<file path="config.mk">
export PLATFORM = sky130hd
export DESIGN_NAME = uart_tx_fifo
export DESIGN_NICKNAME = d
export VERILOG_FILES = /design/src/rtl/uart_tx_fifo_pkg.sv /design/src/rtl/uart_tx_fifo_byte_fifo.sv /design/src/rtl/uart_tx_fifo.sv
export SDC_FILE = /design/constraint.sdc
export NUM_CORES = 1
export LEC_CHECK = 0
export CAP_MARGIN = 20
export CORE_AREA = 3 3 111 113
export CTS_CLUSTER_SIZE = 16
export DETAILED_ROUTE_END_ITERATION = 10
export DIE_AREA = 0 0 114 116
export PLACE_DENSITY = 0.74
export SKIP_LAST_GASP = 1
export SLEW_MARGIN = 40
export SYNTH_ARGS = -nofsm -noshare
export SYNTH_HDL_FRONTEND = slang
export SYNTH_SLANG_ARGS = --single-unit
</file>
<file path="constraint.sdc">
create_clock -name clk -period 7.7 [get_ports clk]
set_input_delay 1.925 -clock clk [delete_from_list [all_inputs] [get_ports clk]]
set_output_delay 1.925 -clock clk [all_outputs]
set_load 0.02 [all_outputs]
</file>
<file path="src/rtl/uart_tx_fifo_pkg.sv">
// ============================================================================
// Module  : uart_tx_fifo_pkg
// Purpose : Shared launcher state encoding and UART timing constants.
// Rev     : 1.0  initial release
// ============================================================================
`default_nettype none

package uart_tx_fifo_pkg;

  typedef enum logic [1:0] {
    S_IDLE  = 2'd0,
    S_WAIT  = 2'd1,
    S_DRAIN = 2'd2
  } tx_state_e;

  localparam int CLKFREQ      = 1000000;
  localparam int BAUD         = 100000;
  localparam int CLKS_PER_BIT = CLKFREQ / BAUD;

endpackage

`default_nettype wire

</file>
<file path="src/rtl/uart_tx_fifo_byte_fifo.sv">
// ============================================================================
// Module  : byte_fifo
// Purpose : Byte storage with pointers, fill level, full/almost-full and flush.
// Rev     : 1.0  initial release
// ============================================================================
`default_nettype none

module byte_fifo #(
  parameter int DEPTH = 16,
  parameter int AW    = 4,
  parameter int AFULL = 12
) (
  input  logic          clk,
  input  logic          resetq,
  input  logic          push,
  input  logic [7:0]    push_data,
  input  logic          pop,
  input  logic          flush,
  output logic [7:0]    rd_data,
  output logic [AW:0]   level,
  output logic          full,
  output logic          almost_full
);

  localparam logic [AW:0]   FULL_LEVEL  = (AW+1)'(DEPTH);
  localparam logic [AW:0]   AFULL_LEVEL = (AW+1)'(AFULL);
  localparam logic [AW:0]   LEVEL_ONE   = (AW+1)'(1);
  localparam logic [AW-1:0] PTR_ONE     = AW'(1);

  logic [7:0]    mem_q [DEPTH];
  logic [AW-1:0] wptr_q, wptr_d;
  logic [AW-1:0] rptr_q, rptr_d;
  logic [AW:0]   level_q, level_d;
  logic          push_ok;
  logic          pop_ok;

  // Full is judged on the registered level, so a push at DEPTH is dropped
  // even when a pop frees a slot in the same cycle.
  always_comb begin
    push_ok = push & ~full & ~flush;
    pop_ok  = pop & ~flush & (level_q != '0);
    wptr_d  = wptr_q;
    rptr_d  = rptr_q;
    level_d = level_q;
    if (flush) begin
      wptr_d  = '0;
      rptr_d  = '0;
      level_d = '0;
    end else begin
      if (push_ok) wptr_d = wptr_q + PTR_ONE;
      if (pop_ok)  rptr_d = rptr_q + PTR_ONE;
      case ({push_ok, pop_ok})
        2'b10:   level_d = level_q + LEVEL_ONE;
        2'b01:   level_d = level_q - LEVEL_ONE;
        default: level_d = level_q;
      endcase
    end
  end

  always_ff @(posedge clk or negedge resetq) begin
    if (!resetq) begin
      wptr_q  <= '0;
      rptr_q  <= '0;
      level_q <= '0;
    end else begin
      wptr_q  <= wptr_d;
      rptr_q  <= rptr_d;
      level_q <= level_d;
    end
  end

  always_ff @(posedge clk) begin
    if (push_ok) mem_q[wptr_q] <= push_data;
  end

  assign rd_data     = mem_q[rptr_q];
  assign level       = level_q;
  assign full        = (level_q == FULL_LEVEL);
  assign almost_full = (level_q >= AFULL_LEVEL);

endmodule

`default_nettype wire

</file>
<file path="src/rtl/uart_tx_fifo.sv">
// ============================================================================
// Module  : uart_tx_fifo
// Purpose : Byte FIFO plus launcher feeding one byte at a time to a UART tx.
// Rev     : 1.0  initial release
// ============================================================================
`default_nettype none

module uart_tx_fifo
  import uart_tx_fifo_pkg::*;
#(
  parameter int DEPTH = 16,
  parameter int AW    = 4,
  parameter int AFULL = 12
) (
  input  logic        clk,
  input  logic        resetq,
  input  logic        wr,
  input  logic [7:0]  wr_data,
  input  logic        flush,
  input  logic        clr_ovf,
  output logic        full,
  output logic        almost_full,
  output logic [AW:0] level,
  output logic        overflow,
  output logic        idle,
  output logic        uart_wr,
  output logic [7:0]  uart_dat,
  input  logic        uart_busy
);

  tx_state_e   state_q, state_d;
  logic        uart_wr_q, uart_wr_d;
  logic [7:0]  uart_dat_q, uart_dat_d;
  logic        overflow_q, overflow_d;
  logic        pop;
  logic [7:0]  fifo_rd_data;

  byte_fifo #(
    .DEPTH (DEPTH),
    .AW    (AW),
    .AFULL (AFULL)
  ) u_fifo (
    .clk         (clk),
    .resetq      (resetq),
    .push        (wr),
    .push_data   (wr_data),
    .pop         (pop),
    .flush       (flush),
    .rd_data     (fifo_rd_data),
    .level       (level),
    .full        (full),
    .almost_full (almost_full)
  );

  // One byte in flight: launch only from S_IDLE, then wait for the uart's
  // busy to rise and fall before considering the next byte.
  always_comb begin
    state_d    = state_q;
    uart_wr_d  = 1'b0;
    uart_dat_d = uart_dat_q;
    pop        = 1'b0;
    case (state_q)
      S_IDLE: begin
        if ((level != '0) && !uart_busy && !flush) begin
          pop        = 1'b1;
          uart_wr_d  = 1'b1;
          uart_dat_d = fifo_rd_data;
          state_d    = S_WAIT;
        end
      end
      S_WAIT: begin
        if (uart_busy) state_d = S_DRAIN;
      end
      S_DRAIN: begin
        if (!uart_busy) state_d = S_IDLE;
      end
      default: state_d = S_IDLE;
    endcase
  end

  // A flushed push is discarded rather than dropped; a drop beats clr_ovf.
  always_comb begin
    overflow_d = overflow_q;
    if (wr && full && !flush) overflow_d = 1'b1;
    else if (clr_ovf)         overflow_d = 1'b0;
  end

  always_ff @(posedge clk or negedge resetq) begin
    if (!resetq) begin
      state_q    <= S_IDLE;
      uart_wr_q  <= 1'b0;
      uart_dat_q <= 8'h00;
      overflow_q <= 1'b0;
    end else begin
      state_q    <= state_d;
      uart_wr_q  <= uart_wr_d;
      uart_dat_q <= uart_dat_d;
      overflow_q <= overflow_d;
    end
  end

  assign uart_wr  = uart_wr_q;
  assign uart_dat = uart_dat_q;
  assign overflow = overflow_q;
  assign idle     = (level == '0) && (state_q == S_IDLE) && !uart_busy;

endmodule

`default_nettype wire

</file>
Word level (Yosys, flattened, before mapping) --
Memory sizes are Yosys's and may differ from the RTL's. A register that Yosys moved wholly into a read port is not among the register bits. Index checks and enable logic that the tools add are counted.
Word-level totals: RAM bits 128, register bits 17, memories kept 1, memory bits (read-only) 0, latch bits 0
Memory list:
- u_fifo.mem_q | depth 16, bits a word 8, read ports 1, clocked after Yosys merged registers in 1, wr ports 1, RTL line uart_tx_fifo_byte_fifo.sv:30 | logic [7:0] mem_q [DEPTH];
Cells by class: equality and inequality tests 8, add/subtract/negate cells 4, reduce and logical (&&, ||, !) cells 18, bitwise logic cells 6, mux-type cells 16, shift operators 0, div/mod/pow operators 0, $lt $le $gt $ge 1, multiply operators 0
Operators by type and width (number):
- 2-to-1 mux 4 bit | 4
- one-hot mux 5 bit (2 select lines) | 1
- adder 4 x 1 -> 4 bit (second input constant) | 2
- logical AND 1 bit | 6
- 2-to-1 mux 1 bit | 6
- 2-to-1 mux 2 bit | 3
- inequality test 2 bit (second input constant) | 3
- one-hot mux 2 bit (3 select lines) | 1
- nonzero test 2 bit | 3
- adder 5 x 1 -> 5 bit (second input constant) | 1
- == test 5 bit (second input constant) | 1
- greater-or-equal comparator 5 x 4 -> 1 bit (second input constant) | 1
- logical NOT 5 bit | 1
- 2-to-1 mux 5 bit | 1
- nonzero test 5 bit | 1
- subtractor 5 x 1 -> 5 bit (second input constant) | 1
- bitwise AND 1 bit | 4
- == test 2 x 1 -> 1 bit (second input constant) | 2
- == test 2 bit (second input constant) | 2
- logical NOT 1 bit | 3
- AND reduction 3 bit | 1
- nonzero test 3 bit | 1
- logical NOT 2 bit | 1
- inverter 1 bit | 2
- AND reduction 2 bit | 1

Depth between registers and ports, before layout --
Gate-level depths: netlist (run 1).
word-level depth 10, mapped depth 10

Modules after synthesis --
A second synthesis (run 1) with hierarchy kept.
Second synthesis, totals: cells, all modules 391, area, all modules 6433.7 µm²
Modules (own cells, without submodules):
- byte_fifo | seq. area each 4169.0 µm², cells an instance 359, times used 1, area each 5954.5 µm²
- uart_tx_fifo | seq. area each 300.3 µm², cells an instance 32, times used 1, area each 479.2 µm²

Least setup slack after synthesis (run 1) --
No wires, ideal clock.
path type input-to-output, start point input uart_busy, end point output idle, arrival time 2.566 ns, required time 5.775 ns, setup slack 3.209 ns, cell stages on the path 2, cell sequence nor3_4 -> and3_1
On the way: longest elaborated chain between the ends 2
Ends and longest elaborated chain:
- start, declared | RTL line uart_tx_fifo.sv:28 | input logic uart_busy
- logical NOT 1 bit | RTL line uart_tx_fifo.sv:105 | assign idle = (level == '0) && (state_q == S_IDLE) && !uart_busy;
- logical AND 1 bit | RTL line uart_tx_fifo.sv:105
- end, declared | RTL line uart_tx_fifo.sv:25 | output logic idle,
No other way between the ends.

Worst setup path after layout (run 1) --
Ends and elaborated chain as after synthesis.

==> results of run 1 <==
-- path summary, 6_finish.rpt --
check,from,endpoint,slack (ns),cells past startpoint
setup / recovery,uart_busy,idle,2.14,4
hold / removal,uart_dat[6],uart_dat[6],0.50,2
setup reg to reg,u_fifo.level[2],u_fifo.level[4],4.96,9
hold reg to reg,uart_dat[6],uart_dat[6],0.50,2
max in group asynchronous,resetq,u_fifo.rptr_q[1],5.52,2
min in group asynchronous,resetq,u_fifo.level[0],1.88,2
-- layout by cell type (no fill, tap or decap), types with 3 or more instances in the layout --
cell               n
edfxtp_1         128
mux4_2            32
clkdlybuf4s50_1   31
dfrtp_1           23
nand2_1           18
mux2i_1           17
clkbuf_16         17
and2_1            13
nor2_1            12
o221ai_1           8
a21oi_1            7
inv_1              7
and3_1             7
ha_1               7
xor2_1             6
nor3_1             6
nand3_1            4
bufinv_16          4
or3_1              3
clkinvlp_4         3
clkbuf_1           3
buf_4              3
-- cell usage after synthesis, types with 2 or more instances --
cell type	instances
and3_1	7
nand4_1	2
buf_2	3
xor2_1	6
nor2b_1	2
or3_1	3
clkbuf_1	10
a21oi_1	7
nand2_1	18
nor3_1	6
dfrtp_1	25
o21ai_0	2
o221ai_1	8
ha_1	7
and2_1	13
a31oi_1	2
nand3_1	4
xnor2_1	2
nor2_1	12
edfxtp_1	128
mux2i_1	17
mux4_2	32
inv_1	7
-- sequential cells by signal (all words and copies together) (netlist names) --
signal / flops
u_fifo.mem_q: 128
uart_wr: 1
u_fifo.rptr_q: 4
state_q: 2
uart_dat: 8
u_fifo.wptr_q: 4
overflow: 1
u_fifo.level: 5
-- through the flow --
| stage | cell area [sq um] | cells | power, mW |
|---|---|---|---|
| finish | 7330 | 539 | 2.36 |
| global route | 7330 | 539 | 2.46 |
| CTS | 7330 | 539 | 2.38 |
| detailed placement | 6710 | 507 | 1.52 |
| global placement | 6710 | 507 | 1.51 |
| floorplan | 6260 | 345 | 1.34 |
-- kinds of logic after synthesis --
family          count (synthesis)
fa+ha+maj                       7
simple gates                   77
mux                            49
flops                         153
compound gates                 29
buf+inv                        22
xor+xnor                        8
-- area by class of cell --
class	instances	area, sq um
Clock inverter	11	170
Multi-Input combinational cell	170	1700
Inverter	7	26.3
Tap cell	143	179
Clock buffer	21	450
Timing Repair Buffer	34	333
Sequential cell	153	4470
Fill cell	787	4090
-- routing by layer --
| metal | routed length, um | vias to the layer above |
|---|---|---|
| li1 | - | 1452 |
| met1 | 5200 | 1681 |
| met2 | 5970 | 123 |
| met3 | 697 | 20 |
| met4 | 205 | 0 |
| met5 | 0 | - |
-- power by group through the flow --
stage          logic (mW)  clock network [mW]  registers (mW)
4_1_cts             0.493               0.870            1.02
2_1_floorplan       0.301                   0            1.04
3_5_place_dp        0.487                   0            1.03
6_report            0.488               0.859            1.01
5_1_grt             0.532               0.908            1.02
3_3_place_gp        0.477                   0            1.03
-- critical path, cell delays in order --
cell and delay (ns):
clkdlybuf4s50_1 0.47, nor3_4 0.42, and3_1 0.22, clkdlybuf4s50_1 0.60
==> run summary, run 1 <==
top cells by area, synth = edfxtp_1, mux4_2, dfrtp_1
largest family of logic cells by synthesized area = multiplexers
Slew HR = 46.9%
# setup viols final = 0
DP Wirelength = 7180 um
DR WL/cell = 22.4 um
Core Footprint = 11400 sq um
Post-Synth XOR/XNOR Area = 1.12%
Hold Fails Final Rpt = 0
Yosys top cell by area = edfxtp_1
Gate power share = 20.7%
synthesized cell area = 6260 sq um
Max Freq = 180 MHz
aggregate routed wire length = 12100 um
Synth top area share = 61.4%
Place WS = 2.16 ns
Cells after Synth = 345
Post-CTS Resized = 0
Max clock buf depth = 2
Worst-Skew Late Latency = 0.42 ns
HP Class = flop to flop
post-synthesis sequential area ratio = 71.4%
Synth-to-Final Area Change = 17.1%
TritonCTS clock tree = yes
Hold-fix buffers, CTS = 0
#FFs+latches synth = 153
# IOs = 32
CTS Root Cell = clkbuf_16
mux cell area share after synthesis = 14.2%
VDD IR-drop max = 0.266 mV
layer with the highest usage = met2
DRT Pass-1 Iters = 5
Final Wtd Congestion = 0.749
Starting Density = 54.8%
die extent in x = 114 um
DRC viols = 0
GR Overflow Total = 0
Buffers on Ports = 31
ant diodes = 0
status = finished, final reports clean
Worst setup SP type = primary input
Die Y = 116 um
Core Util, Final = 64.2%
TritonCTS Buffers = 17
Ys Warns = 0
ANT nets after route = 0
Via density = 6.08
Post-synth ARST share = 16.3%
row count = 39
power per cell area = 322 nW/um^2
Reg power frac = 43.0%
setup TNS = 0 ns
via count = 3276
maximum number of pins on one net before global-route repair = 36
Post-Syn Nets = 366
Clk pwr share = 36.4%
Die ar. = 13200 sq um
min Tclk post-route = 5.56 ns
Leakage Power = 2.46 nW
unrepaired setup endpoints after global routing = no
ys flop type = edfxtp_1
H-tree lvl count = 4
Mean Syn Cell Area = 18.1 sq um
first-pass GRT wire length = 19200 um
Final Max Slew Viols = 0
# nets final = 404
antenna violations before repair = 0
final worst slack = 2.14 ns
Synth Area in Simple Gates = 6.75%
adder-cell share of the synthesized area = 1.40%
Hold WS = 0.501 ns
sw frac = 26.7%
Worst Skew = 0.0101 ns
synth unique cells = 45
actual slew at the worst max-slew pin = 0.794 ns
post-synthesis compound-gate area fraction = 3.62%
critical path data required time = 5.78 ns
internal power = 1.73 mW
critical path class = primary input to output port
capturing element type of the critical path = output port
number of flops mapped to enable cells by yosys = 128
Arr. time, crit path = 3.64 ns
clock slew at reported path FFs = 0.06 ns
vias in the first global route = 3376
layout cells sized above 1 = 18.9%
met3 Track Usage GR = 5.74%
grt met1 use = 27.8%
CP Max Fanout = 9
post-CTS setup buffers = 0
Sinks on Clock Net = 153
max-cap violations = 0
gr usage total = 20.2%
GR Util met2 = 31.4%
final period utilization = 72.2%
DR iter-0 viols = 236
Sw Pwr = 0.630 mW
Power figures use the tool's default switching activity.
==> run 2: changes to the inputs <==
==> constraint.sdc (replaced) <==
create_clock -name clk -period 5.66 [get_ports clk]
set_input_delay 1.415 -clock clk [delete_from_list [all_inputs] [get_ports clk]]
set_output_delay 1.415 -clock clk [all_outputs]
set_load 0.02 [all_outputs]
==> run summary, run 2 (synthesized netlist as in run 1, its figures left out) <==
internal power = 2.22 mW
grt met1 use = 28.0%
Arr. time, crit path = 3.11 ns
Hold-fix buffers, CTS = 0
GR Util met2 = 29.5%
aggregate routed wire length = 11900 um
VDD IR-drop max = 0.295 mV
vias in the first global route = 3268
Core Footprint = 11400 sq um
layer with the highest usage = met2
clock slew at reported path FFs = 0.06 ns
unrepaired setup endpoints after global routing = no
Starting Density = 54.8%
Reg power frac = 44.5%
Clk pwr share = 34.3%
hold path start = uart_dat[1]
critical path class = primary input to output port
Max Freq = 221 MHz
DRC viols = 0
first-pass GRT wire length = 18400 um
ANT nets after route = 0
Reg2Reg Launch Point = u_fifo.level[2]
Filler Cell Count = 783
Worst-Skew Late Latency = 0.41 ns
DRT Pass-1 Iters = 5
register area = 4480 sq um
via count = 3193
DP Wirelength = 7200 um
Hold Path Cell Cnt = 2
Via density = 5.93
capturing element type of the critical path = output port
worst r2r dst = u_fifo.level[4]
antenna violations before repair = 0
Slew HR = 49.7%
DR iter-0 viols = 277
HP Class = flop to flop
TritonCTS clock tree = yes
power per cell area = 427 nW/um^2
setup TNS = 0 ns
Synth-to-Final Area Change = 16.2%
Hold Fails Final Rpt = 0
Die ar. = 13200 sq um
Place WS = 1.14 ns
final worst slack = 1.13 ns
most frequent cells in the layout = edfxtp_1, mux4_2, clkdlybuf4s50_1
maximum number of pins on one net before global-route repair = 36
Worst setup SP type = primary input
Final Max Slew Viols = 0
gr usage total = 19.4%
setup slack, reg-to-reg = 2.91 ns
ant diodes = 0
GR Overflow Total = 0
most common cell after layout, fill and taps aside = edfxtp_1
Gate power share = 21.2%
met3 Track Usage GR = 4.65%
max-cap violations = 0
min Tclk post-route = 4.53 ns
TritonCTS Buffers = 17
Hold Path Sink = uart_dat[1]
final period utilization = 80.0%
Final Wtd Congestion = 0.804
Max clock buf depth = 2
status = finished, final reports clean
Sinks on Clock Net = 153
# IOs = 32
number of flip-flops in the largest register = 128
H-tree lvl count = 4
# nets final = 403
Multi-input gate area = 1700 sq um
Die Y = 116 um
CTS Root Cell = clkbuf_16
Leakage Power = 2.42 nW
Biggest register = u_fifo.mem_q
actual slew at the worst max-slew pin = 0.753 ns
Worst Skew = 0.00892 ns
critical path data required time = 4.24 ns
layout cells sized above 1 = 19.5%
post-CTS setup buffers = 0
row count = 39
DR WL/cell = 22.1 um
Sw Pwr = 0.887 mW
CP Max Fanout = 9
Buffers on Ports = 31
die extent in x = 114 um
Post-CTS Resized = 0
sw frac = 28.5%
worst-case reg-to-reg path depth = 9
# setup viols final = 0
[run 2: how the worst max path moves through the flow]
stage,from,to,cells after the start
floorplan,uart_busy,idle,2
finish,uart_busy,idle,4
CTS,uart_busy,idle,4
detailed placement,uart_busy,idle,4
global route,uart_busy,idle,4
global placement,uart_busy,idle,4
[run 2: cell type report]
cell class                      count  area share (%)
Clock inverter                     14            1.93
Tap cell                          143            2.46
Inverter                            7           0.361
Clock buffer                       18            5.90
Multi-Input combinational cell    170            23.3
Sequential cell                   153            61.5
Timing Repair Buffer               33            4.47
[run 2: power by group through the flow]
stage | sequential (mW) | combinational, mW | clock [mW]
2_1_floorplan | 1.42 | 0.410 | 0
3_3_place_gp | 1.40 | 0.648 | 0
3_5_place_dp | 1.40 | 0.662 | 0
4_1_cts | 1.38 | 0.666 | 1.08
5_1_grt | 1.39 | 0.716 | 1.14
6_report | 1.38 | 0.658 | 1.07
[run 2: critical path, stage by stage]
cell and delay, ns:
clkdlybuf4s50_1 0.47, nor3_4 0.41, and3_1 0.21, clkdlybuf4s50_1 0.60
[run 2: layer usage]
layer | vias up | share of wire (%)
met5 | - | 0
met4 | 0 | 1.2
met3 | 11 | 5.4
met2 | 92 | 48
met1 | 1633 | 45
li1 | 1457 | -
[run 2: metrics by stage]
stage	util (%)	cells	power, mW	instance area (sq um)	hold WS, ns
global placement	58.7	506	2.05	6700	0.471
CTS	63.7	538	3.13	7270	0.495
detailed placement	58.7	506	2.07	6700	0.481
finish	63.7	538	3.11	7270	0.495
global route	63.7	538	3.25	7270	0.516
floorplan	-	345	1.83	6260	0.503
